**config.mk**
```make
export PLATFORM = sky130hd
export DESIGN_NAME = delay_line_writer
export DESIGN_NICKNAME = d
export VERILOG_FILES = /design/src/rtl/dl_pkg.sv /design/src/rtl/dl_sync2.sv /design/src/rtl/delay_line_writer.sv
export SDC_FILE = /design/constraint.sdc
export NUM_CORES = 1
export LEC_CHECK = 0
export BUFFER_PORTS_ARGS = -buffer_cell sky130_fd_sc_hd__buf_4
export CORE_UTILIZATION = 40
export DETAILED_ROUTE_END_ITERATION = 7
export MAX_ROUTING_LAYER = met4
export PLACE_DENSITY_LB_ADDON = 0.3
export SETUP_SLACK_MARGIN = 0.05
export SLEW_MARGIN = 25
export SYNTH_ARGS = -nofsm -noshare
export SYNTH_HDL_FRONTEND = slang
export SYNTH_SLANG_ARGS = --single-unit
export TNS_END_PERCENT = 1
```
**constraint.sdc**
```tcl
create_clock -name clk_a -period 9.4 [get_ports clk_a]
set_input_delay 0 -clock clk_a [delete_from_list [all_inputs] [get_ports clk_a]]
set_output_delay 0 -clock clk_a [all_outputs]
set_load 0.03 [all_outputs]
```
**src/rtl/dl_pkg.sv**
```systemverilog
// Shared definitions for the cross-clock sample delay line (writer and reader sides).
package dl_pkg;
  localparam int DL_DW = 16;
  localparam int DL_AW = 17;

  typedef enum logic [1:0] {PRIME, RUN, DRAIN} state_t;

  function automatic logic [31:0] bin2gray(input logic [31:0] b);
    return b ^ (b >> 1);
  endfunction

  function automatic logic [31:0] gray2bin(input logic [31:0] g);
    logic [31:0] b;
    b[31] = g[31];
    for (int i = 30; i >= 0; i--) b[i] = b[i+1] ^ g[i];
    return b;
  endfunction
endpackage

```
**src/rtl/dl_sync2.sv**
```systemverilog
// Two-flop synchroniser for a Gray-coded bus crossing into the local clock.
module dl_sync2 #(
  parameter int W = 18
) (
  input  logic         clk_a,
  input  logic         reset_n,
  input  logic [W-1:0] d,
  output logic [W-1:0] q
);
  logic [W-1:0] meta;

  always_ff @(posedge clk_a) begin
    if (!reset_n) begin
      meta <= '0;
      q    <= '0;
    end else begin
      meta <= d;
      q    <= meta;
    end
  end
endmodule

```
**src/rtl/delay_line_writer.sv**
```systemverilog
// clk_a-side producer of the sample delay line: RAM port-A writes, Gray write pointer, rd_enable.
// Optional DLW_DROP_EN: never backpressure; discard samples when full/draining and count them.
module delay_line_writer
  import dl_pkg::*;
#(
  parameter int DW    = DL_DW,
  parameter int AW    = DL_AW,
  parameter int DELAY = 1000
) (
  input  logic          clk_a,
  input  logic          reset_n,
  input  logic          s_valid,
  output logic          s_ready,
  input  logic [DW-1:0] s_data,
  input  logic          flush,
  input  logic [AW:0]   rd_ptr_gray_b,
  output logic [AW:0]   wr_ptr_gray,
  output logic          rd_enable,
  output logic          mem_we,
  output logic [AW-1:0] mem_addr,
  output logic [DW-1:0] mem_wdata,
  output logic [AW:0]   fill
`ifdef DLW_DROP_EN
  , output logic [31:0] drop_cnt
`endif
);
  localparam int PW = AW + 1;
  localparam logic [PW-1:0] DEPTH_P = {1'b1, {AW{1'b0}}};
  localparam logic [PW-1:0] DELAY_P = PW'(DELAY);
  localparam logic [PW-1:0] ONE     = PW'(1);

  logic [PW-1:0] wr_ptr, wr_ptr_inc, prime_cnt, prime_cnt_nxt;
  logic [PW-1:0] rd_gray_s, rd_ptr_sync;
  state_t        state, state_nxt;
  logic          full, wr;

  dl_sync2 #(.W(PW)) u_rd_sync (
    .clk_a   (clk_a),
    .reset_n (reset_n),
    .d       (rd_ptr_gray_b),
    .q       (rd_gray_s)
  );

  assign rd_ptr_sync = PW'(gray2bin(32'(rd_gray_s)));
  assign fill        = wr_ptr - rd_ptr_sync;
  assign full        = (fill == DEPTH_P);
  assign wr_ptr_inc  = wr_ptr + ONE;

`ifdef DLW_DROP_EN
  assign s_ready = 1'b1;
  assign wr      = s_valid && !full && (state != DRAIN);
`else
  assign s_ready = !full && (state != DRAIN);
  assign wr      = s_valid && s_ready;
`endif

  // A write coinciding with flush still lands; flush only affects the FSM.
  always_comb begin
    state_nxt     = state;
    prime_cnt_nxt = prime_cnt;
    unique case (state)
      PRIME: begin
        if (flush) prime_cnt_nxt = '0;
        else if (wr) begin
          prime_cnt_nxt = prime_cnt + ONE;
          if (prime_cnt + ONE == DELAY_P) state_nxt = RUN;
        end
      end
      RUN:   if (flush) state_nxt = DRAIN;
      DRAIN: begin
        if (fill == '0) begin
          state_nxt     = PRIME;
          prime_cnt_nxt = '0;
        end
      end
      default: state_nxt = PRIME;
    endcase
  end

  always_ff @(posedge clk_a) begin
    if (!reset_n) begin
      state       <= PRIME;
      prime_cnt   <= '0;
      wr_ptr      <= '0;
      wr_ptr_gray <= '0;
      rd_enable   <= 1'b0;
      mem_we      <= 1'b0;
      mem_addr    <= '0;
      mem_wdata   <= '0;
    end else begin
      state     <= state_nxt;
      prime_cnt <= prime_cnt_nxt;
      rd_enable <= (state_nxt != PRIME);
      mem_we    <= wr;
      if (wr) begin
        mem_addr    <= wr_ptr[AW-1:0];
        mem_wdata   <= s_data;
        wr_ptr      <= wr_ptr_inc;
        wr_ptr_gray <= PW'(bin2gray(32'(wr_ptr_inc)));
      end
    end
  end

`ifdef DLW_DROP_EN
  always_ff @(posedge clk_a) begin
    if (!reset_n) drop_cnt <= '0;
    else if (s_valid && !wr && drop_cnt != '1) drop_cnt <= drop_cnt + 32'd1;
  end
`endif
endmodule

```
# After elaboration in Yosys (flattened, before gate mapping)
# Cells that the tools add are included.
[totals] register_bits=127 latch_bits=0 ramBits=0 mem_bits_ro=0 in_bits=38 out_inout_bits=72 word_cells=56 n_memories=0
[classes] add_sub_neg=3 mul=0 n_div=0 order_cmp=0 n_eq_ne=7 shift=0 muxes=10 bitwise_logic=18 n_reduce_logical=8
[op_table] op="18-bit two-way mux" n=3
[op_table] op="18-bit by 1-bit adder with 18-bit output (second input constant)" n=2
[op_table] op="18-bit one-hot mux with 2 select lines" n=1
[op_table] op="18-bit by 10-bit == test with 1-bit output (second input constant)" n=1
[op_table] op="18-bit == test (second input constant)" n=1
[op_table] op="18-bit logical NOT" n=1
[op_table] op="18-bit subtractor" n=1
[op_table] op="18-bit by 17-bit XOR with 18-bit output" n=1
[op_table] op="1-bit XOR" n=17
[op_table] op="2-bit two-way mux" n=5
[op_table] op="2-bit one-hot mux with 3 select lines" n=1
[op_table] op="2-bit != test (second input constant)" n=2
[op_table] op="2-bit nonzero test" n=2
[op_table] op="3-bit != test (second input constant)" n=1
[op_table] op="3-bit AND reduction" n=1
[op_table] op="2-bit by 1-bit == test with 1-bit output (second input constant)" n=1
[op_table] op="2-bit == test (second input constant)" n=1
[op_table] op="1-bit logical AND" n=2
[op_table] op="2-bit logical NOT" n=1
[op_table] op="1-bit logical NOT" n=1

# Longest topological paths before layout
[logic_depth] word_depth=26 ltp_mapped=29 mapped_depth_nobuf=26

# Cells and area by module
# Synthesis repeated with hierarchy kept, for this count alone.
[unflattened] hier_cells=687 area_unflattened_um2=6439.9
[by_module_without_submodules] module="delay_line_writer" instances=1 cells_each=612 area_per_inst_um2=5434.0 seq_area_each_um2=1801.7
[by_module_without_submodules] module="dl_sync2" instances=1 cells_each=75 area_per_inst_um2=1006.0 seq_area_each_um2=720.7

# Least setup slack after synthesis
# OpenSTA, ideal clock, no wires.
[synth_path] path_kind="register -> register" start="register u_rd_sync.q[17]" end="register prime_cnt[9]" setup_time_ns=0.122 t_arrival_ns=6.837 t_required_ns=9.278 path_slack_ns=2.441 path_stages_with_launch=28 n_path_buf=1 period_less_slack_ns=6.959 path_cell_list="dfxtp_1 -> xor3_2 -> xor3_2 -> xor3_2 -> xor3_2 -> xnor3_2 -> xor2_2 -> xor2_2 -> xor2_2 -> xor2_2 -> xor2_2 -> xor2_2 -> xnor2_1 -> ha_1 -> fa_1 -> nor2b_1 -> o21ai_1 -> a21boi_1 -> o31a_1 -> o2111ai_1 -> a21oi_1 -> a31oi_1 -> xnor2_1 -> and4b_1 -> clkbuf_1 -> o21ai_1 -> nand2_1 -> a221o_1"
[synth_via] elab_chain_cells=24 elab_cells_between_ends=26 classes_between="add/sub (1); eq/ne (3); bitwise (17); reduce/logical (5)"
[synth_rtl] element="start: declaration" line="dl_sync2.sv:8" rtl="output logic [W-1:0] q"
[synth_rtl] element="start signal: assignment" line="dl_sync2.sv:18" rtl="q <= meta;"
[synth_rtl] element="1-bit XOR (*)" line="dl_pkg.sv:15" rtl="for (int i = 30; i >= 0; i--) b[i] = b[i+1] ^ g[i];"
[synth_rtl] element="1-bit XOR (16 in series)" line="dl_pkg.sv:15"
[synth_rtl] element="18-bit subtractor (*)" line="delay_line_writer.sv:45" rtl="assign fill = wr_ptr - rd_ptr_sync;"
[synth_rtl] element="named net fill[16]" line="delay_line_writer.sv:22" rtl="output logic [AW:0] fill"
[synth_rtl] element="18-bit == test" line="delay_line_writer.sv:46" rtl="assign full = (fill == DEPTH_P);"
[synth_rtl] element="1-bit logical NOT" line="delay_line_writer.sv:53" rtl="assign s_ready = !full && (state != DRAIN);"
[synth_rtl] element="1-bit logical AND" line="delay_line_writer.sv:53"
[synth_rtl] element="1-bit logical AND" line="delay_line_writer.sv:54" rtl="assign wr = s_valid && s_ready;"
[synth_rtl] element="3-bit != test (no line)"
[synth_rtl] element="3-bit AND reduction (no line) (*)"
[synth_rtl] element="end signal: assignment" line="delay_line_writer.sv:92" rtl="prime_cnt <= prime_cnt_nxt;"
[synth_rtl] element="end: declaration" line="delay_line_writer.sv:32" rtl="logic [PW-1:0] wr_ptr, wr_ptr_inc, prime_cnt, prime_cnt_nxt;"
# Mark *: on every way through the listed nets, which the timed path passes. The rest lies on a longest branch.
# A chain may end at the register's enable or synchronous reset.

# Final worst setup path
[layout_path] start="register u_rd_sync.q[17]" end="register prime_cnt[17]"
[layout_via] elab_chain_cells=24 elab_cells_between_ends=26 classes_between="add/sub (1); eq/ne (3); bitwise (17); reduce/logical (5)"
[layout_rtl] element="1-bit XOR (17 in series)" line="dl_pkg.sv:15"
[layout_rtl] element="18-bit subtractor (*)" line="delay_line_writer.sv:45"
[layout_rtl] element="18-bit == test" line="delay_line_writer.sv:46"
[layout_rtl] element="1-bit logical NOT" line="delay_line_writer.sv:53"
[layout_rtl] element="1-bit logical AND" line="delay_line_writer.sv:53"
[layout_rtl] element="1-bit logical AND" line="delay_line_writer.sv:54"
[layout_rtl] element="3-bit != test (no line)"
[layout_rtl] element="3-bit AND reduction (no line) (*)"
# Every way passes the cells marked *; elsewhere a longest branch is shown, timed or not.

==> run metrics <==
largest net degree at the start of global routing 114; WS Path Type reg -> reg; CP arrival 8.04 ns; pre-CTS setup slack 1.639 ns; slew margin rel. 35.98%; Synth cell types 54; Slew @ Worst Pin 0.9551 ns; hold_buf cts 35; post-synth top area cell dfxtp_1; commonest non-fill, non-tap cells in the layout dfxtp_1 (126), nand2_1 (120), buf_4 (113); Post-Synth XOR/XNOR Area 12.27%; number of routed nets with antenna violations 0; compound-cell area share of the yosys netlist 16.99%; Worst Path Max Fanout 42; total CTS buffers 17; sequential-to-total area share from yosys stat 39.15%; CP Launch Type register; final setup fails 0; clk sink count 126; share of cells above drive strength 1 18.56%; largest family of logic cells by synthesized area simple AND/OR/NAND/NOR gates; Initial Util 40.70%; die height 128.9 µm; Congestion Overflow GR 0; Final Power 1.705 mW; Area contributors post-synth dfxtp_1 (39%), nand2_1 (7.0%), and2_1 (6.2%); RSZ-0062 raised after global routing false; count of input and output buffers 109; TritonCTS clock tree built; ANT cells 0; Clock Tree Root clkbuf_16; Post-Syn Instances 736; first-pass GRT wire length 24,760 µm; status complete, no violations; Crit path top cell by count xor2_2; placed instance count 1,023; Final WS setup 1.665 ns; Final Util 53.08%; WL/cell 14.10 µm; hold crit path type in -> reg; Chip Width 128.9 µm; Critical Path RT 9.70 ns; Synth Flop Type dfxtp_1; share of synthesized area spent on multiplexers 0.6603%; Final Slew Violations 0; area grow syn2layout 30.41%; final hold vios 0; final WL 15,360 µm; Max Cap Viol 0; Slowest-stage cell, CP or2_2; Final min period 7.735 ns; Layout Skew 0.01625 ns; FFs w/ async S/R, synth 0%; setup bufs post-CTS 0; Starting DRT DRC Count 336; initial antenna violation count 0; Syn Area/Cell 8.753 µm²; Worst-path clk slew 0.06 ns; Max Buffers Root-to-Sink 2; worst skew pair latency 0.42 ns; vias post-DR 5,361; FF+latch count, synth 126; Crit path max-delay family XOR/XNOR gates; CP bufs+invs 0; syn_nets 794; Simple-Gate Fraction of Synth Area 23.73%; maximum VDD drop 0.1735 mV; crit end category register; drt first pass iters 5; Via density 4.923; fraction of the mapped netlist area in adder cells 4.001%; DP Wirelength 10,450 µm; number of H-tree levels 4; Setup TNS Final 0 ns; P per Cell Area 202.9 nW/µm²; Die Footprint 16,620 µm²; critical path's largest stage delay 0.74 ns; mapped cell area 6442 µm²; post-cts sizing count 0; Yosys top cell area share 39.15%; Final period util 82.29%; Nets 919; leakage 3.803 nW; Core ar. 15,830 µm²; DRC errors left 0; gp weighted congestion 0.8873; Final Non-Filler Cells 1,089; Post-synth EDFFs 0; synth warn 0; row cnt 46; All-Layer GR Usage 19.91%; IO Count 110; max frequency 129.3 MHz; vias in the first global route 4,996; most common cell after layout, fill and taps aside dfxtp_1
## synthesized netlist by cell type (2+ instances only)
| library cell | count |
|---|---|
| o21ai_1 | 2 |
| and2_1 | 64 |
| nor4b_1 | 2 |
| inv_1 | 11 |
| a21boi_0 | 40 |
| xor3_2 | 4 |
| o211a_1 | 13 |
| buf_1 | 2 |
| nor3b_1 | 10 |
| o21bai_1 | 3 |
| a21oi_1 | 26 |
| a211o_1 | 5 |
| nand2b_1 | 6 |
| nand4_1 | 4 |
| buf_2 | 2 |
| o22ai_1 | 3 |
| o21ai_0 | 16 |
| xnor2_1 | 35 |
| xor2_1 | 30 |
| o2111ai_1 | 2 |
| a221o_1 | 3 |
| and3_1 | 15 |
| ha_1 | 19 |
| or3_1 | 4 |
| a21o_1 | 10 |
| xor2_2 | 6 |
| nand3_1 | 16 |
| nor2_1 | 25 |
| nand3b_1 | 2 |
| and4b_1 | 2 |
| nand2_1 | 120 |
| nor2b_1 | 6 |
| a31oi_1 | 8 |
| dfxtp_1 | 126 |
| nor4_1 | 9 |
| mux2_2 | 2 |
| a41oi_1 | 4 |
| clkbuf_1 | 37 |
| mux2i_1 | 2 |
| nor3_1 | 12 |
| or2_2 | 4 |
| o21a_1 | 12 |
## report_power, final
part | internal, mW | switching, mW
Clock | 0.470 | 0.232
Sequential | 0.551 | 0.0105
Combinational | 0.181 | 0.260
Total | 1.20 | 0.502
## per-layer routing
metal / track usage [%] / vias to the layer above / wire length (µm)
met5: - / - / 0
met4: 6.920 / 0 / 176
met3: 5.655 / 13 / 863
met2: 29.13 / 139 / 6764
met1: 26.13 / 2440 / 7553
li1: - / 2769 / -
## final timing paths
check / start / end / slack [ns] / cells past startpoint
setup reg to reg: u_rd_sync.q[17] / prime_cnt[17] / 1.66 / 25
setup / recovery: u_rd_sync.q[17] / prime_cnt[17] / 1.66 / 25
hold / removal: s_valid / prime_cnt[8] / 0.17 / 5
hold reg to reg: u_rd_sync.meta[1] / u_rd_sync.q[1] / 0.43 / 1
## flip-flops by register name (all words and copies together), names as in the netlist
register	count
prime_cnt	18
u_rd_sync.meta	18
u_rd_sync.q	18
wr_ptr_gray	18
mem_addr	17
wr_ptr	17
mem_wdata	16
state	2
mem_we	1
rd_enable	1
## logic make-up after synthesis
group / count (synthesis)
compound gates: 154
flops: 126
buf+inv: 53
simple gates: 303
fa+ha+maj: 20
xor+xnor: 76
mux: 4
## per-stage QoR
step           hold slack (ns)  instance area, µm²
6_report                0.1697                8402
5_1_grt                 0.1872                8402
4_1_cts                 0.1467                8402
3_5_place_dp            0.2103                7410
3_3_place_gp            0.2100                7410
2_1_floorplan           0.1273                6442
## worst register-to-register path, delay by kind of cell, from the launching register on
| kind | cells | cell delay, ns |
|---|---|---|
| adders and majority gates | 2 | 0.62 |
| and+or+nand+nor | 7 | 2.63 |
| AOI/OAI and AO/OA | 4 | 0.96 |
| DFF | 1 | 0.37 |
| xor gates and xnor gates | 12 | 3.05 |
## cell type report
class                      instances  area [µm²]
timing repair buffer             148        1199
tap                              216       270.3
fill                            1455        7426
clock inverter                     9       157.7
multi-input combinational        557        3727
sequential                       126        2522
inverter                          11       41.29
clock buffer                      22       484.2
Power figures use the tool's default switching activity.
